$ cat src/rtl/dbus_pkg.sv
// Shared definitions for the data-bus arbiter: address map, FSM states and
// slave-select codes.
package dbus_pkg;

  localparam logic [31:0] DM_HI    = 32'h0000_2FFF;
  localparam logic [31:0] TMR0_LO  = 32'h0000_7F00;
  localparam logic [31:0] TMR0_HI  = 32'h0000_7F0B;
  localparam logic [31:0] TMR1_LO  = 32'h0000_7F10;
  localparam logic [31:0] TMR1_HI  = 32'h0000_7F1B;
  localparam logic [31:0] IG_LO    = 32'h0000_7F20;
  localparam logic [31:0] IG_HI    = 32'h0000_7F23;
  localparam logic [31:0] TMR0_CNT = 32'h0000_7F08;
  localparam logic [31:0] TMR1_CNT = 32'h0000_7F18;

  typedef enum logic [1:0] {
    ST_IDLE   = 2'd0,
    ST_ACCESS = 2'd1,
    ST_RESP   = 2'd2
  } state_t;

  typedef enum logic [1:0] {
    SEL_DM    = 2'd0,
    SEL_TIMER = 2'd1,
    SEL_IG    = 2'd2,
    SEL_NONE  = 2'd3
  } slave_t;

endpackage

$ cat src/rtl/dbus_decode.sv
// Address decoder: maps a byte address and direction onto a slave select.
// Unmapped addresses and writes to a timer count word decode to SEL_NONE.
module dbus_decode
  import dbus_pkg::*;
#(
  parameter int ADDR_W = 32
) (
  input  logic [ADDR_W-1:0] addr,
  input  logic              we,
  output slave_t            sel,
  output logic              err
);

  logic [ADDR_W-1:0] word_addr;
  logic              cnt_word;
  logic              in_timer;

  always_comb begin
    word_addr = {addr[ADDR_W-1:2], 2'b00};
    cnt_word  = (word_addr == ADDR_W'(TMR0_CNT)) || (word_addr == ADDR_W'(TMR1_CNT));
    in_timer  = ((addr >= ADDR_W'(TMR0_LO)) && (addr <= ADDR_W'(TMR0_HI))) ||
                ((addr >= ADDR_W'(TMR1_LO)) && (addr <= ADDR_W'(TMR1_HI)));
    sel = SEL_NONE;
    if (addr <= ADDR_W'(DM_HI)) begin
      sel = SEL_DM;
    end else if (in_timer) begin
      // Timer count words are read-only.
      sel = (we && cnt_word) ? SEL_NONE : SEL_TIMER;
    end else if ((addr >= ADDR_W'(IG_LO)) && (addr <= ADDR_W'(IG_HI))) begin
      sel = SEL_IG;
    end
    err = (sel == SEL_NONE);
  end

endmodule

$ cat src/rtl/dbus_arbiter.sv
// Two-master data-bus arbiter: round-robin grant, one-cycle slave strobe,
// single-cycle ack. Handshake: mN_req is held with stable fields until mN_ack.
module dbus_arbiter
  import dbus_pkg::*;
#(
  parameter int ADDR_W = 32,
  parameter int DATA_W = 32
) (
  input  logic                clk,
  input  logic                reset,
  input  logic                m0_req,
  input  logic                m0_we,
  input  logic [ADDR_W-1:0]   m0_addr,
  input  logic [DATA_W-1:0]   m0_wdata,
  input  logic [DATA_W/8-1:0] m0_byteen,
  output logic                m0_ack,
  output logic                m0_err,
  output logic [DATA_W-1:0]   m0_rdata,
  output logic                m0_stall,
  input  logic                m1_req,
  input  logic                m1_we,
  input  logic [ADDR_W-1:0]   m1_addr,
  input  logic [DATA_W-1:0]   m1_wdata,
  input  logic [DATA_W/8-1:0] m1_byteen,
  output logic                m1_ack,
  output logic                m1_err,
  output logic [DATA_W-1:0]   m1_rdata,
  output logic [ADDR_W-1:0]   dm_addr,
  output logic [DATA_W-1:0]   dm_wdata,
  output logic [DATA_W/8-1:0] dm_byteen,
  input  logic [DATA_W-1:0]   dm_rdata,
  output logic [ADDR_W-1:0]   dev_addr,
  output logic [DATA_W-1:0]   dev_wdata,
  output logic [DATA_W/8-1:0] dev_byteen,
  input  logic [DATA_W-1:0]   dev_rdata,
  output logic [DATA_W/8-1:0] ig_byteen,
  output logic [1:0]          dbg_state
);

  localparam int BE_W = DATA_W / 8;

  state_t              state, state_nxt;
  logic                last;
  logic                grant;
  logic                grant_nxt;
  logic                any_req;
  logic                lat_we;
  logic [ADDR_W-1:0]   lat_addr;
  logic [DATA_W-1:0]   lat_wdata;
  logic [BE_W-1:0]     lat_be;
  slave_t              lat_sel;
  logic                req_we;
  logic [ADDR_W-1:0]   req_addr;
  logic [DATA_W-1:0]   req_wdata;
  logic [BE_W-1:0]     req_be;
  slave_t              dec_sel;
  logic                dec_err;
  logic [DATA_W-1:0]   resp_rdata;

  // On a tie the master not granted last wins.
  assign any_req   = m0_req || m1_req;
  assign grant_nxt = (m0_req && m1_req) ? ~last : m1_req;
  assign req_we    = grant_nxt ? m1_we     : m0_we;
  assign req_addr  = grant_nxt ? m1_addr   : m0_addr;
  assign req_wdata = grant_nxt ? m1_wdata  : m0_wdata;
  assign req_be    = grant_nxt ? m1_byteen : m0_byteen;

  dbus_decode #(.ADDR_W(ADDR_W)) u_decode (
    .addr (req_addr),
    .we   (req_we),
    .sel  (dec_sel),
    .err  (dec_err)
  );

  always_ff @(posedge clk) begin
    if (!reset) begin
      state     <= ST_IDLE;
      last      <= 1'b1;
      grant     <= 1'b0;
      lat_we    <= 1'b0;
      lat_addr  <= '0;
      lat_wdata <= '0;
      lat_be    <= '0;
      lat_sel   <= SEL_NONE;
    end else begin
      state <= state_nxt;
      if (state == ST_IDLE && any_req) begin
        grant     <= grant_nxt;
        last      <= grant_nxt;
        lat_we    <= req_we;
        lat_addr  <= req_addr;
        lat_wdata <= req_wdata;
        lat_be    <= req_be;
        lat_sel   <= dec_sel;
      end
    end
  end

  always_comb begin
    state_nxt = state;
    case (state)
      ST_IDLE:   if (any_req) state_nxt = ST_ACCESS;
      ST_ACCESS: state_nxt = ST_RESP;
      ST_RESP:   state_nxt = ST_IDLE;
      default:   state_nxt = ST_IDLE;
    endcase
  end

  always_comb begin
    dm_addr    = '0;
    dm_wdata   = '0;
    dm_byteen  = '0;
    dev_addr   = '0;
    dev_wdata  = '0;
    dev_byteen = '0;
    ig_byteen  = '0;
    m0_ack     = 1'b0;
    m0_err     = 1'b0;
    m0_rdata   = '0;
    m1_ack     = 1'b0;
    m1_err     = 1'b0;
    m1_rdata   = '0;
    resp_rdata = '0;
    if (state == ST_ACCESS) begin
      case (lat_sel)
        SEL_DM: begin
          dm_addr   = lat_addr;
          dm_wdata  = lat_wdata;
          dm_byteen = lat_we ? lat_be : '0;
        end
        SEL_TIMER: begin
          dev_addr   = lat_addr;
          dev_wdata  = lat_wdata;
          dev_byteen = lat_we ? lat_be : '0;
        end
        SEL_IG:  ig_byteen = lat_we ? lat_be : '0;
        default: ;
      endcase
    end
    if (state == ST_RESP) begin
      // The interrupt generator has no read port; its reads return zero.
      if (!lat_we) begin
        case (lat_sel)
          SEL_DM:    resp_rdata = dm_rdata;
          SEL_TIMER: resp_rdata = dev_rdata;
          default:   resp_rdata = '0;
        endcase
      end
      if (grant) begin
        m1_ack   = 1'b1;
        m1_err   = (lat_sel == SEL_NONE);
        m1_rdata = resp_rdata;
      end else begin
        m0_ack   = 1'b1;
        m0_err   = (lat_sel == SEL_NONE);
        m0_rdata = resp_rdata;
      end
    end
  end

  assign m0_stall  = m0_req && !m0_ack;
  assign dbg_state = state;

endmodule

$ cat config.mk
export PLATFORM = sky130hd
export DESIGN_NAME = dbus_arbiter
export DESIGN_NICKNAME = d
export VERILOG_FILES = /design/src/rtl/dbus_pkg.sv /design/src/rtl/dbus_decode.sv /design/src/rtl/dbus_arbiter.sv
export SDC_FILE = /design/constraint.sdc
export NUM_CORES = 1
export LEC_CHECK = 0
export BUFFER_PORTS_ARGS = -buffer_cell sky130_fd_sc_hd__buf_4
export CAP_MARGIN = 20
export CORE_AREA = 2 2 161 163
export DETAILED_ROUTE_END_ITERATION = 12
export DIE_AREA = 0 0 163 165
export PLACE_DENSITY_LB_ADDON = 0.1
export SLEW_MARGIN = 0
export SYNTH_ARGS = -nofsm -noshare
export SYNTH_HDL_FRONTEND = slang
export SYNTH_SLANG_ARGS = --single-unit
$ cat constraint.sdc
create_clock -name clk -period 2 [get_ports clk]
set_input_delay 0.4 -clock clk [delete_from_list [all_inputs] [get_ports clk]]
set_output_delay 0.4 -clock clk [all_outputs]
set_load 0.01 [all_outputs]
==> results.md <==
- Horizontal extent of the die: 163 um
- Pwr per Cell Area: 495 nW/um2
- Count of antenna-violating nets left after detailed routing: 0
- Setup repair after global routing missed its margin: true
- Net count of the finished layout: 1397
- Global route total overflow: 0
- Instance count of the mapped netlist: 771
- Most used cells in the layout excluding fill and tap cells: sky130_fd_sc_hd__buf_4 (373), sky130_fd_sc_hd__nand2_1 (146), sky130_fd_sc_hd__and2_1 (100)
- Number of clock sinks: 75
- Failing checks: negative setup slack
- Final setup slack of the worst path: -0.173 ns
- Worst relative slew slack: 68.4%
- Vias post-DR: 7042
- Final Max Tran Viols: 0
- Worst min path class: in2reg
- Detailed placement HPWL: 21300 um
- Clock tree skew after final layout: 0.00989 ns
- Number of rows in the core area: 58
- Min cycle time layout: 2.17 ns
- Starting density of the core: 21.3%
- Total CTS buffers: 9
- Cell Area, Synth: 5330 um2
- Core area: 25000 um2
- Worst supply voltage drop on vdd: 0.350 mV
- Insertion delay to the later sink of the worst-skew pair: 0.34 ns
- CTS root buf: sky130_fd_sc_hd__clkbuf_16
- Post-synthesis cell type with the largest combined area: sky130_fd_sc_hd__dfxtp_1
- Maximum fanout along the worst path: 7
- Sequential fraction of the synthesis area: 28.2%
- Vertical die dimension: 165 um
- Arrival time at the worst endpoint: 1.77 ns
- CTS tree: done
- Leading cell type in the layout, fill and taps excluded: sky130_fd_sc_hd__buf_4
- Number of remaining DRC errors: 0
- Worst-margin pin slew: 0.470 ns
- Setup slack at placement: 0.187 ns
- Portion of the clock cycle consumed by the worst path in the final layout: 109%
- Kind of critical path: reg2out
- Number of buffers between clock root and the deepest sink: 2
- Via density per instance: 4.61
- Result of the run: finished, violations left
- Dominant cells by area after synthesis: sky130_fd_sc_hd__dfxtp_1 (28%), sky130_fd_sc_hd__and2_1 (15%), sky130_fd_sc_hd__nand2_1 (13%)
- CP required: 1.60 ns
- Number of flops mapped to enable cells by yosys: 0
- Avg WL per Cell: 20.0 um
- Initial antenna violation count: 1
- Number of failing hold endpoints at the final stage: 0
- Area of the multi-input gates: 4280 um2
- Register clock-pin slew on the reported worst setup and hold paths: 0.06 ns
- Die area: 26900 um2
- Dominant register cell in the synthesized netlist: sky130_fd_sc_hd__dfxtp_1
- Largest net degree at the start of global routing: 45
- GRT Resource Usage Total: 19.6%
- Fill cell instance count of the final layout: 2543
- Final number of setup-violating endpoints: 199
- Share of the synthesized area in the top cell type: 28.2%
- H-tree level count: 3
- Post-synthesis area per instance: 6.91 um2
- Pre-antenna DRT Iters: 4
- Fmax: 460 MHz
- YS warnings: 0
- FF+latch count, synth: 75
- Share of final-layout standard cells stronger than drive strength 1: 55.6%
- Critical path launch point type: register
- RePlAce Congestion: 0.832
- Detailed Route Iter0 Violations: 405
- First-pass GRT wire length: 39900 um
- Number of primary I/O pins: 417
- Total wire length: 30500 um
- Setup crit end kind: primary output
- Synthesized Nets: 977
- Fraction of registers with async set/reset: 0%
- Leakage: 5.14 nW
- Setup Total Neg Slack: -18.62 ns
- Storage cell area: 1520 um2
- Yosys cell types: 46
- Maximum capacitance violations: 0
- Vias in the first global route: 6776
- P&R area growth vs syn: 105%
- Number of buffers inserted by port buffering: 416
-- path summary, 6_finish.rpt --
| check | from | to | slack, ns | cells past startpoint |
|---|---|---|---|---|
| worst min-delay path | reset | last | 0.28 | 2 |
| worst min register to register | lat_be[0] | lat_be[0] | 0.50 | 2 |
| worst max register to register | dbg_state[0] | lat_wdata[4] | 0.33 | 6 |
| worst max-delay path | dbg_state[1] | m0_stall | -0.17 | 5 |
-- metal layers --
layer	up-vias	GRT usage, %	wire length (um)
met4	0	6.11	989
li1	3451	-	-
met5	-	0	0
met1	3254	21.7	11400
met3	46	6.05	2360
met2	291	35.7	15700
-- report_power, final --
group | internal (W) | switching (W)
Sequential | 0.00167 | 0.000160
Combinational | 0.000857 | 0.000812
Clock | 0.00121 | 0.000694
Total | 0.00374 | 0.00166
-- sequential cells by signal, summed over array words and instances (netlist names) --
name       flops
lat_be         4
grant          1
lat_we         1
dbg_state      2
lat_wdata     32
last           1
lat_addr      32
lat_sel        2
-- synth_stat cells, types with 2 or more instances --
cell type / n
sky130_fd_sc_hd__and4_1: 2
sky130_fd_sc_hd__nor4_1: 13
sky130_fd_sc_hd__a21oi_1: 4
sky130_fd_sc_hd__o21ai_0: 3
sky130_fd_sc_hd__mux2_2: 32
sky130_fd_sc_hd__buf_4: 5
sky130_fd_sc_hd__nand4_1: 2
sky130_fd_sc_hd__buf_2: 27
sky130_fd_sc_hd__nor2b_1: 5
sky130_fd_sc_hd__a22oi_1: 2
sky130_fd_sc_hd__and3_1: 2
sky130_fd_sc_hd__nand2b_1: 2
sky130_fd_sc_hd__dfxtp_1: 75
sky130_fd_sc_hd__nand3_1: 5
sky130_fd_sc_hd__nor3_1: 2
sky130_fd_sc_hd__nor4_2: 3
sky130_fd_sc_hd__clkbuf_1: 33
sky130_fd_sc_hd__nor2_1: 146
sky130_fd_sc_hd__buf_1: 2
sky130_fd_sc_hd__a211oi_1: 4
sky130_fd_sc_hd__nand2_1: 178
sky130_fd_sc_hd__a21o_1: 2
sky130_fd_sc_hd__inv_1: 3
sky130_fd_sc_hd__mux2i_1: 2
sky130_fd_sc_hd__a311oi_1: 68
sky130_fd_sc_hd__and2_1: 129
-- logic make-up after synthesis --
group	after synthesis	share of synthesized area (%)
compound gates	92	14.5
buf+inv	72	6.20
flops	75	28.2
mux	35	7.42
simple gates	497	43.7
-- critical path: stages (launching register included) --
cell and delay (ns):
sky130_fd_sc_hd__dfxtp_2 0.33, sky130_fd_sc_hd__buf_4 0.13, sky130_fd_sc_hd__or3b_4 0.49, sky130_fd_sc_hd__buf_12 0.20, sky130_fd_sc_hd__and2_1 0.15, sky130_fd_sc_hd__buf_4 0.14
-- layout make-up --
cell class	count	area share, %
repair buffers	477	40.0
multi-input cells	624	39.2
flip-flops and latches	75	13.9
well taps	330	3.78
clock buffers	10	2.10
clock inverters	5	0.939
inverters	4	0.137
diodes	1	0.0229
-- stage by stage --
step	power, W	utilization [%]	cells	area (um2)	hold WS (ns)
2_1_floorplan	0.00246	-	771	5330	0.476
3_3_place_gp	0.00316	36.0	1478	9000	0.496
3_5_place_dp	0.00317	36.0	1478	9000	0.494
4_1_cts	0.00520	39.5	1507	9900	0.271
5_1_grt	0.00569	43.6	1525	10900	0.282
6_report	0.00541	43.6	1526	10900	0.284
-- repair_timing --
| action | 4_1_cts | 5_1_grt |
|---|---|---|
| hold buffers | 0 | 0 |
| cloned | 7 | 12 |
| endpoints found under the setup margin | 206 | 206 |
| pin swaps | 7 | 51 |
| buffers inserted | 7 | 11 |
| resized for setup | 88 | 215 |
Power figures use the tool's default switching activity.
